==> src/rtl/msrv32_pkg.sv <==
// Shared constants for the msrv32 front end.
package msrv32_pkg;

    localparam int          DEFAULT_WIDTH        = 32;
    localparam logic [31:0] DEFAULT_BOOT_ADDRESS = 32'h0000_0000;
    localparam logic [31:0] NOP_INSTR            = 32'h0000_0013;
    localparam logic [31:0] PC_INCR              = 32'h0000_0004;

endpackage

==> src/rtl/msrv32_fetch_fifo.sv <==
// In-order prefetch queue of {instr, pc} with a registered head entry.
module msrv32_fetch_fifo
    import msrv32_pkg::*;
#(
    parameter int               WIDTH    = 32,
    parameter int               DEPTH    = 2,
    parameter logic [WIDTH-1:0] RESET_PC = '0
) (
    input  logic                   i_clk,
    input  logic                   i_rst,
    input  logic                   i_clear,
    input  logic                   i_push,
    input  logic [WIDTH-1:0]       i_push_instr,
    input  logic [WIDTH-1:0]       i_push_pc,
    input  logic                   i_pop,
    output logic [$clog2(DEPTH):0] o_count,
    output logic                   o_head_valid,
    output logic [WIDTH-1:0]       o_head_instr,
    output logic [WIDTH-1:0]       o_head_pc
);

    localparam int PW = $clog2(DEPTH);
    localparam int CW = PW + 1;

    logic [WIDTH-1:0] r_instr_mem [DEPTH];
    logic [WIDTH-1:0] r_pc_mem    [DEPTH];
    logic [PW-1:0]    r_rd_ptr;
    logic [PW-1:0]    r_wr_ptr;
    logic [CW-1:0]    r_count;
    logic             r_head_valid;
    logic [WIDTH-1:0] r_head_instr;
    logic [WIDTH-1:0] r_head_pc;

    logic             w_pop;
    logic             w_push;
    logic [CW-1:0]    w_count_after_pop;
    logic [CW-1:0]    w_count_next;
    logic [PW-1:0]    w_rd_ptr_next;
    logic [PW-1:0]    w_wr_ptr_next;
    logic             w_head_valid_next;
    logic [WIDTH-1:0] w_head_instr_next;
    logic [WIDTH-1:0] w_head_pc_next;

    // Next pointers/count and the entry that becomes the head after this edge
    always_comb begin
        w_pop             = i_pop && r_head_valid;
        w_count_after_pop = r_count - CW'(w_pop);
        w_push            = i_push && (w_count_after_pop < CW'(DEPTH));
        w_rd_ptr_next     = r_rd_ptr;
        w_wr_ptr_next     = r_wr_ptr;
        w_count_next      = r_count;
        w_head_valid_next = 1'b0;
        w_head_instr_next = WIDTH'(NOP_INSTR);
        w_head_pc_next    = r_head_pc;
        if (i_clear) begin
            w_rd_ptr_next = {PW{1'b0}};
            w_wr_ptr_next = {PW{1'b0}};
            w_count_next  = {CW{1'b0}};
        end else begin
            w_rd_ptr_next = r_rd_ptr + PW'(w_pop);
            w_wr_ptr_next = r_wr_ptr + PW'(w_push);
            w_count_next  = w_count_after_pop + CW'(w_push);
            if (w_count_next == {CW{1'b0}}) begin
                w_head_valid_next = 1'b0;
            end else if (w_count_after_pop == {CW{1'b0}}) begin
                // queue drains this cycle, so the incoming word goes straight to the head
                w_head_valid_next = 1'b1;
                w_head_instr_next = i_push_instr;
                w_head_pc_next    = i_push_pc;
            end else begin
                w_head_valid_next = 1'b1;
                w_head_instr_next = r_instr_mem[w_rd_ptr_next];
                w_head_pc_next    = r_pc_mem[w_rd_ptr_next];
            end
        end
    end

    // Queue control state and registered head
    always_ff @(posedge i_clk) begin
        if (i_rst) begin
            r_rd_ptr     <= {PW{1'b0}};
            r_wr_ptr     <= {PW{1'b0}};
            r_count      <= {CW{1'b0}};
            r_head_valid <= 1'b0;
            r_head_instr <= WIDTH'(NOP_INSTR);
            r_head_pc    <= RESET_PC;
        end else begin
            r_rd_ptr     <= w_rd_ptr_next;
            r_wr_ptr     <= w_wr_ptr_next;
            r_count      <= w_count_next;
            r_head_valid <= w_head_valid_next;
            r_head_instr <= w_head_instr_next;
            r_head_pc    <= w_head_pc_next;
        end
    end

    // Entry storage; contents are only read while counted as valid
    always_ff @(posedge i_clk) begin
        if (!i_rst && !i_clear && w_push) begin
            r_instr_mem[r_wr_ptr] <= i_push_instr;
            r_pc_mem[r_wr_ptr]    <= i_push_pc;
        end
    end

    assign o_count      = r_count;
    assign o_head_valid = r_head_valid;
    assign o_head_instr = r_head_instr;
    assign o_head_pc    = r_head_pc;

endmodule

==> src/rtl/msrv32_instr_fetch_unit.sv <==
// Fetch stage: owns the fetch PC, issues credit-limited imem requests and presents one instruction per cycle.
module msrv32_instr_fetch_unit
    import msrv32_pkg::*;
#(
    parameter int               WIDTH        = DEFAULT_WIDTH,
    parameter logic [WIDTH-1:0] BOOT_ADDRESS = WIDTH'(DEFAULT_BOOT_ADDRESS),
    parameter int               FIFO_DEPTH   = 2
) (
    input  logic             ms_riscv32_mp_clk_in,
    input  logic             ms_riscv32_mp_rst_in,
    input  logic             redirect_in,
    input  logic [WIDTH-1:0] redirect_pc_in,
    input  logic             stall_in,
    output logic             imem_req_out,
    output logic [WIDTH-1:0] imem_addr_out,
    input  logic             imem_gnt_in,
    input  logic             imem_rvalid_in,
    input  logic [WIDTH-1:0] imem_rdata_in,
    output logic [WIDTH-1:0] instr_out,
    output logic [WIDTH-1:0] instr_pc_out,
    output logic             instr_valid_out,
    output logic             flush_out
);

    localparam int PW = $clog2(FIFO_DEPTH);
    localparam int QW = PW + 1;
    // one spare bit so stacked redirects cannot wrap the in-flight counters
    localparam int CW = PW + 2;
    localparam int SW = CW + 2;

    logic             r_req;
    logic [WIDTH-1:0] r_fetch_pc;
    logic [CW-1:0]    r_outstanding;
    logic [CW-1:0]    r_drop;
    logic [WIDTH-1:0] r_shadow_pc [FIFO_DEPTH];
    logic [PW-1:0]    r_sh_rd;
    logic [PW-1:0]    r_sh_wr;

    logic             w_hs;
    logic             w_rv_live;
    logic             w_rv_drop;
    logic             w_push;
    logic             w_pop;
    logic [QW-1:0]    w_q_count;
    logic             w_head_valid;
    logic [WIDTH-1:0] w_head_instr;
    logic [WIDTH-1:0] w_head_pc;
    logic [CW-1:0]    w_out_next;
    logic [CW-1:0]    w_drop_next;
    logic [CW-1:0]    w_count_next;
    logic [SW-1:0]    w_inflight_next;
    logic [WIDTH-1:0] w_fetch_pc_next;
    logic             w_req_next;

    // Handshake decode, credit accounting and next fetch request
    always_comb begin
        w_hs            = r_req && imem_gnt_in;
        w_rv_live       = imem_rvalid_in && ((r_drop != {CW{1'b0}}) || (r_outstanding != {CW{1'b0}}));
        w_rv_drop       = imem_rvalid_in && (r_drop != {CW{1'b0}});
        w_push          = imem_rvalid_in && (r_drop == {CW{1'b0}}) &&
                          (r_outstanding != {CW{1'b0}}) && !redirect_in;
        w_pop           = w_head_valid && !stall_in && !redirect_in;
        w_out_next      = r_outstanding;
        w_drop_next     = r_drop;
        w_count_next    = CW'(w_q_count);
        w_fetch_pc_next = r_fetch_pc;
        w_req_next      = r_req;
        w_inflight_next = {SW{1'b0}};
        if (redirect_in) begin
            // everything still in flight, including a grant this cycle, is now stale
            w_drop_next     = r_drop + r_outstanding + CW'(w_hs) - CW'(w_rv_live);
            w_out_next      = {CW{1'b0}};
            w_count_next    = {CW{1'b0}};
            w_fetch_pc_next = redirect_pc_in & ~WIDTH'(3);
            w_req_next      = 1'b1;
        end else begin
            w_drop_next     = r_drop - CW'(w_rv_drop);
            w_out_next      = r_outstanding + CW'(w_hs) - CW'(w_push);
            w_count_next    = CW'(w_q_count) + CW'(w_push) - CW'(w_pop);
            w_inflight_next = SW'(w_count_next) + SW'(w_out_next) + SW'(w_drop_next);
            if (w_hs) begin
                w_fetch_pc_next = r_fetch_pc + WIDTH'(PC_INCR);
            end else begin
                w_fetch_pc_next = r_fetch_pc;
            end
            if (r_req && !imem_gnt_in) begin
                w_req_next = 1'b1;
            end else begin
                w_req_next = (w_inflight_next < SW'(FIFO_DEPTH));
            end
        end
    end

    // Request, fetch PC and in-flight counters
    always_ff @(posedge ms_riscv32_mp_clk_in) begin
        if (ms_riscv32_mp_rst_in) begin
            r_req         <= 1'b0;
            r_fetch_pc    <= BOOT_ADDRESS;
            r_outstanding <= {CW{1'b0}};
            r_drop        <= {CW{1'b0}};
        end else begin
            r_req         <= w_req_next;
            r_fetch_pc    <= w_fetch_pc_next;
            r_outstanding <= w_out_next;
            r_drop        <= w_drop_next;
        end
    end

    // PC shadow pointers: one slot per live outstanding request, in grant order
    always_ff @(posedge ms_riscv32_mp_clk_in) begin
        if (ms_riscv32_mp_rst_in || redirect_in) begin
            r_sh_rd <= {PW{1'b0}};
            r_sh_wr <= {PW{1'b0}};
        end else begin
            r_sh_wr <= r_sh_wr + PW'(w_hs);
            r_sh_rd <= r_sh_rd + PW'(w_push);
        end
    end

    // PC shadow storage captured at grant time
    always_ff @(posedge ms_riscv32_mp_clk_in) begin
        if (!ms_riscv32_mp_rst_in && !redirect_in && w_hs) begin
            r_shadow_pc[r_sh_wr] <= r_fetch_pc;
        end
    end

    msrv32_fetch_fifo #(
        .WIDTH    (WIDTH),
        .DEPTH    (FIFO_DEPTH),
        .RESET_PC (BOOT_ADDRESS)
    ) u_fetch_fifo (
        .i_clk        (ms_riscv32_mp_clk_in),
        .i_rst        (ms_riscv32_mp_rst_in),
        .i_clear      (redirect_in),
        .i_push       (w_push),
        .i_push_instr (imem_rdata_in),
        .i_push_pc    (r_shadow_pc[r_sh_rd]),
        .i_pop        (w_pop),
        .o_count      (w_q_count),
        .o_head_valid (w_head_valid),
        .o_head_instr (w_head_instr),
        .o_head_pc    (w_head_pc)
    );

    assign imem_req_out    = r_req;
    assign imem_addr_out   = r_fetch_pc;
    assign instr_out       = w_head_instr;
    assign instr_pc_out    = w_head_pc;
    assign instr_valid_out = w_head_valid;
    assign flush_out       = !w_head_valid || redirect_in;

endmodule

==> config.mk <==
export PLATFORM = sky130hd
export DESIGN_NAME = msrv32_instr_fetch_unit
export DESIGN_NICKNAME = d
export VERILOG_FILES = /design/src/rtl/msrv32_pkg.sv /design/src/rtl/msrv32_fetch_fifo.sv /design/src/rtl/msrv32_instr_fetch_unit.sv
export SDC_FILE = /design/constraint.sdc
export NUM_CORES = 1
export LEC_CHECK = 0
export BUFFER_PORTS_ARGS = -buffer_cell sky130_fd_sc_hd__buf_2
export CAP_MARGIN = 20
export CORE_MARGIN = 2
export CORE_UTILIZATION = 60
export CTS_BUF_LIST = sky130_fd_sc_hd__clkbuf_8
export CTS_CLUSTER_SIZE = 16
export DETAILED_ROUTE_END_ITERATION = 16
export PLACE_DENSITY = 0.93
export SLEW_MARGIN = 20
export SYNTH_ARGS = -nofsm -noshare
export SYNTH_HDL_FRONTEND = slang
export SYNTH_SLANG_ARGS = --single-unit
==> constraint.sdc <==
create_clock -name ms_riscv32_mp_clk_in -period 12.5 [get_ports ms_riscv32_mp_clk_in]
set_clock_uncertainty 0.1 [all_clocks]
set_input_delay 2.5 -clock ms_riscv32_mp_clk_in [delete_from_list [all_inputs] [get_ports ms_riscv32_mp_clk_in]]
set_output_delay 2.5 -clock ms_riscv32_mp_clk_in [all_outputs]
set_load 0.05 [all_outputs]
==> key figures <==
Status
  • Outcome: finished, final reports clean

Clocking
  • Cts bufs inserted: 47
  • Clk slew on worst S/H paths: 0.06 ns
  • Post-CTS Setup Bufs: 0
  • CTS tree: yes
  • # hold bufs at CTS: 0
  • Post_cts resized: 0
  • Root Driver: clkbuf_8
  • Worst-Skew Late Latency: 0.56 ns
  • TritonCTS Sinks: 290
  • Total number of H-tree levels: 2
  • CTS Buffer Depth: 3

Critical path
  • CP Data Required Time: 12.77 ns
  • Slowest-stage cell, CP: buf_4
  • CP Launch Type: primary input
  • Crit. End Element: flop
  • R2r setup slk: about 7.7 ns
  • Reg-to-reg startpoint: u_fetch_fifo.o_head_valid$_SDFF_PP0_
  • Crit Path Class: in2reg
  • CP arrival: between 7 and 8 ns
  • Worst-path cell chain: buf_2, or3b_1, buf_4, inv_2, ha_1, xnor2_1, and4b_1, ha_1, xnor3_1, a21oi_4, buf_4, nor3b_1, a31oi_1
  • Max stage delay on crit path: 0.56 ns
  • FF-to-FF path depth: 12
  • R2r endpoint: u_fetch_fifo.o_head_instr[4]$_SDFF_PP1_
  • Crit path max fanout: 66

Die
  • Full die area: 21900 um^2
  • Core area: 20300 um^2
  • Initial Util: approximately 60%
  • Boundary Pins: 169
  • Die Y: 148 um
  • Die W: 148 um
  • Rows: 52

STA
  • Final min period: 6.79 ns
  • RSZ-0062 raised after global routing: no
  • Fin. max-slew vios: 0
  • Final Hold Fails: 0
  • Worst Tran Pin Value: 1.01 ns
  • Final setup vio count: 0
  • Fmax: 147 MHz
  • Tcrit/Tclk final: 54.3%
  • Rel. slew slack: 32.9%
  • Setup TNS: 0 ns

Synthesis
  • Unique masters post-synth: 66
  • Number of synthesized flops with an enable pin: 184
  • Top_reg_cell synth: edfxtp_1
  • Yosys warns: 0
  • Leading area contributor after synthesis: edfxtp_1
  • Synth top area share: roughly 44%
  • Mapped Avg Cell Area: 11.8 um^2
  • FF+latch count, synth: 290
  • FFs w/ async S/R, synth: 0%
  • Synth area leaders: edfxtp_1 44%, dfxtp_1 17%, a21oi_1 4.0%, nand2b_1 3.1%, mux2_2 2.7%
  • Cells after Synth: 1050
  • Synthesized cell area: around 12000 um^2
  • Seq/Total Area, Yosys: around 62%

Route
  • Routed wire length: ~28 mm
  • Via count: 9026
  • Wire per inst: 18.3 um
  • DR top layer: met4
  • Initial DRC count: 695
  • First-pass DRT Iterations: 6
  • Post-DR vias/cell: 5.96
  • Met1 WL: ~11 mm
  • Metal2 WL: 13.3 mm
  • DRC violations left: 0
  • Detail Route Antenna Nets: 0
  • Metal3 WL: 2.47 mm

Power and ir drop
  • Sw Share: between 20% and 30%
  • Internal Pwr Total: 1.59 mW
  • Comb pwr share: 10.8%
  • Leakage: 5.67 nW
  • Sequential Power Share: 50.3%
  • Peak supply drop: 0.000128 V
  • Clock power frac: 38.9%
  • Pwr Density: 148 nW/um^2
  • Psw: approximately 0.54 mW

Finish
  • Post-Layout Cell Count: 1514
  • Multi-input logic area: about 4400 um^2
  • Sequential cell area: roughly 7600 um^2
  • Area grow syn2layout: 15.9%
  • Diode count: 0
  • Layout Nets: around 1300
  • Share of cells above drive strength 1: 23.3%
  • Layout filler cell count: 1321

Place
  • Count of input and output buffers: 162
  • GP Congestion: 0.871
  • Dpl hpwl: 16.7 mm
  • Placed instance count: 1426

Run
  • Maxcap violations: 0

Min path
  • Hold Path Class: reg2reg
  • Min-delay src: u_fetch_fifo.o_head_pc[15]$_SDFFE_PP0P_
  • Hold path depth: 1
  • Hold Path Sink: u_fetch_fifo.o_head_pc[15]$_SDFFE_PP0P_

GRT
  • Initial antenna violation count: 0
  • Total gr overflow: 0
  • Vias in the first global route: 8981
  • Total track usage: between 20% and 30%
  • Largest net degree at the start of global routing: 122
  • First-pass GRT wire length: 44.0 mm
-- cells by family (layout without fill, tap and decap cells) --
group | Yosys count | in the layout | synth area share, %
xor+xnor | 23 | 23 | 1.91
mux | 63 | 63 | 5.38
buf+inv | 105 | 296 | 3.47
simple gates | 302 | 302 | 13.1
flops | 290 | 290 | 61.6
fa+ha+maj | 21 | 21 | 2.54
other cells | 1 | 4 | 0.0302
compound gates | 245 | 245 | 12.0
-- stage by stage --
step / utilization [%] / total power, mW / worst slack, ns / cell area (um^2) / hold WS, ns
after floorplan: - / 1.25 / 5.13 / 12400 / 0.393
after global placement: 66.1 / 1.31 / 5.37 / 13400 / 0.341
after detailed placement: 66.1 / 1.32 / 5.25 / 13400 / 0.342
after CTS: 70.9 / 2.14 / 5.82 / 14400 / 0.361
after global routing: 70.9 / 2.22 / 5.49 / 14400 / 0.371
final: 70.9 / 2.13 / 5.71 / 14400 / 0.355
-- final cells by class --
type	instances	share of cell area, %
Tap cell	270	2.35
Multi-Input combinational cell	658	30.6
Clock buffer	55	5.26
Timing Repair Buffer	174	6.26
Inverter	34	0.887
Sequential cell	290	53.1
Clock inverter	33	1.55
-- synthesized netlist by cell type, types with 6 or more instances --
| cell type | instances |
|---|---|
| and3_1 | 8 |
| nand4_1 | 10 |
| o21ai_1 | 24 |
| mux2i_1 | 33 |
| buf_2 | 15 |
| xnor2_1 | 12 |
| nor2_1 | 41 |
| a311oi_1 | 7 |
| nand3_1 | 12 |
| dfxtp_1 | 106 |
| a31oi_1 | 11 |
| o2bb2ai_1 | 30 |
| nand2_1 | 82 |
| and2_1 | 9 |
| fa_1 | 7 |
| o21ai_0 | 38 |
| and4_1 | 9 |
| clkbuf_1 | 45 |
| mux2_2 | 30 |
| edfxtp_1 | 184 |
| nand2b_1 | 61 |
| buf_1 | 6 |
| nor3_1 | 35 |
| a211oi_1 | 10 |
| inv_1 | 33 |
| xor2_1 | 8 |
| ha_1 | 14 |
| a21oi_1 | 99 |
-- layout by cell type, fill, tap and decap left out, types with 4 or more instances in the layout --
| cell type | netlist | layout |
|---|---|---|
| edfxtp_1 | 184 | 184 |
| buf_2 | 15 | 162 |
| dfxtp_1 | 106 | 105 |
| a21oi_1 | 99 | 98 |
| nand2_1 | 82 | 81 |
| nand2b_1 | 61 | 61 |
| clkbuf_8 | 0 | 55 |
| inv_1 | 33 | 51 |
| nor2_1 | 41 | 38 |
| o21ai_0 | 38 | 38 |
| nor3_1 | 35 | 35 |
| mux2i_1 | 33 | 33 |
| mux2_2 | 30 | 30 |
| o2bb2ai_1 | 30 | 30 |
| o21ai_1 | 24 | 24 |
| ha_1 | 14 | 14 |
| xnor2_1 | 12 | 12 |
| nand3_1 | 12 | 12 |
| buf_4 | 5 | 12 |
| a31oi_1 | 11 | 11 |
| nand4_1 | 10 | 10 |
| a211oi_1 | 10 | 10 |
| and2_1 | 9 | 9 |
| and4_1 | 9 | 9 |
| xor2_1 | 8 | 8 |
| and3_1 | 8 | 7 |
| a311oi_1 | 7 | 7 |
| fa_1 | 7 | 7 |
| a2111oi_0 | 5 | 5 |
| clkinv_2 | 0 | 5 |
| nor4b_1 | 4 | 4 |
| or4_1 | 4 | 4 |
| a221oi_1 | 4 | 4 |
| conb_1 | 1 | 4 |
| clkinv_1 | 0 | 4 |
-- worst max path at each step --
stage / start / endpoint / slack [ns] / cells after the start
floorplan: stall_in / u_fetch_fifo.r_instr_mem[0][0]$_DFFE_PP_ / 5.13 / 10
global placement: redirect_in / u_fetch_fifo.o_head_instr[0]$_SDFF_PP1_ / 5.37 / 13
detailed placement: redirect_in / u_fetch_fifo.o_head_instr[4]$_SDFF_PP1_ / 5.25 / 13
CTS: redirect_in / u_fetch_fifo.o_head_instr[31]$_SDFF_PP0_ / 5.82 / 13
global route: redirect_in / u_fetch_fifo.o_head_instr[4]$_SDFF_PP1_ / 5.49 / 13
finish: redirect_in / u_fetch_fifo.o_head_instr[4]$_SDFF_PP1_ / 5.71 / 13
-- power by group through the flow --
| stage | combinational (mW) | clock (mW) | sequential, mW |
|---|---|---|---|
| final | 0.230 | 0.830 | 1.07 |
| after global routing | 0.255 | 0.887 | 1.07 |
| after CTS | 0.231 | 0.842 | 1.07 |
| after detailed placement | 0.229 | 0 | 1.09 |
| after global placement | 0.221 | 0 | 1.09 |
| after floorplan | 0.128 | 0 | 1.12 |
-- layer usage --
layer / GRT usage (%) / vias up
met5: 0 / -
met4: 9.67 / 0
met3: 5.77 / 57
met2: 41.6 / 510
met1: 32.2 / 4278
li1: - / 4181
-- flip-flops by register name (all words and copies together), names as in the netlist, 3 cells and up --
signal	flops
u_fetch_fifo.o_head_pc	30
u_fetch_fifo.r_pc_mem	60
u_fetch_fifo.r_instr_mem	64
r_shadow_pc	60
u_fetch_fifo.o_head_instr	32
imem_addr_out	30
r_outstanding	3
r_drop	3
-- worst max-delay path: cells and delay by family --
kind | cells | cell delay (ns)
AO/OA/AOI/OAI | 2 | 0.26
AND/OR/NAND/NOR | 3 | 1.03
XOR/XNOR | 2 | 0.76
adder cells (fa/ha/maj) | 2 | 0.54
buffers and inverters | 4 | 1.89
Note: power is estimated with default switching activity, not from simulation.
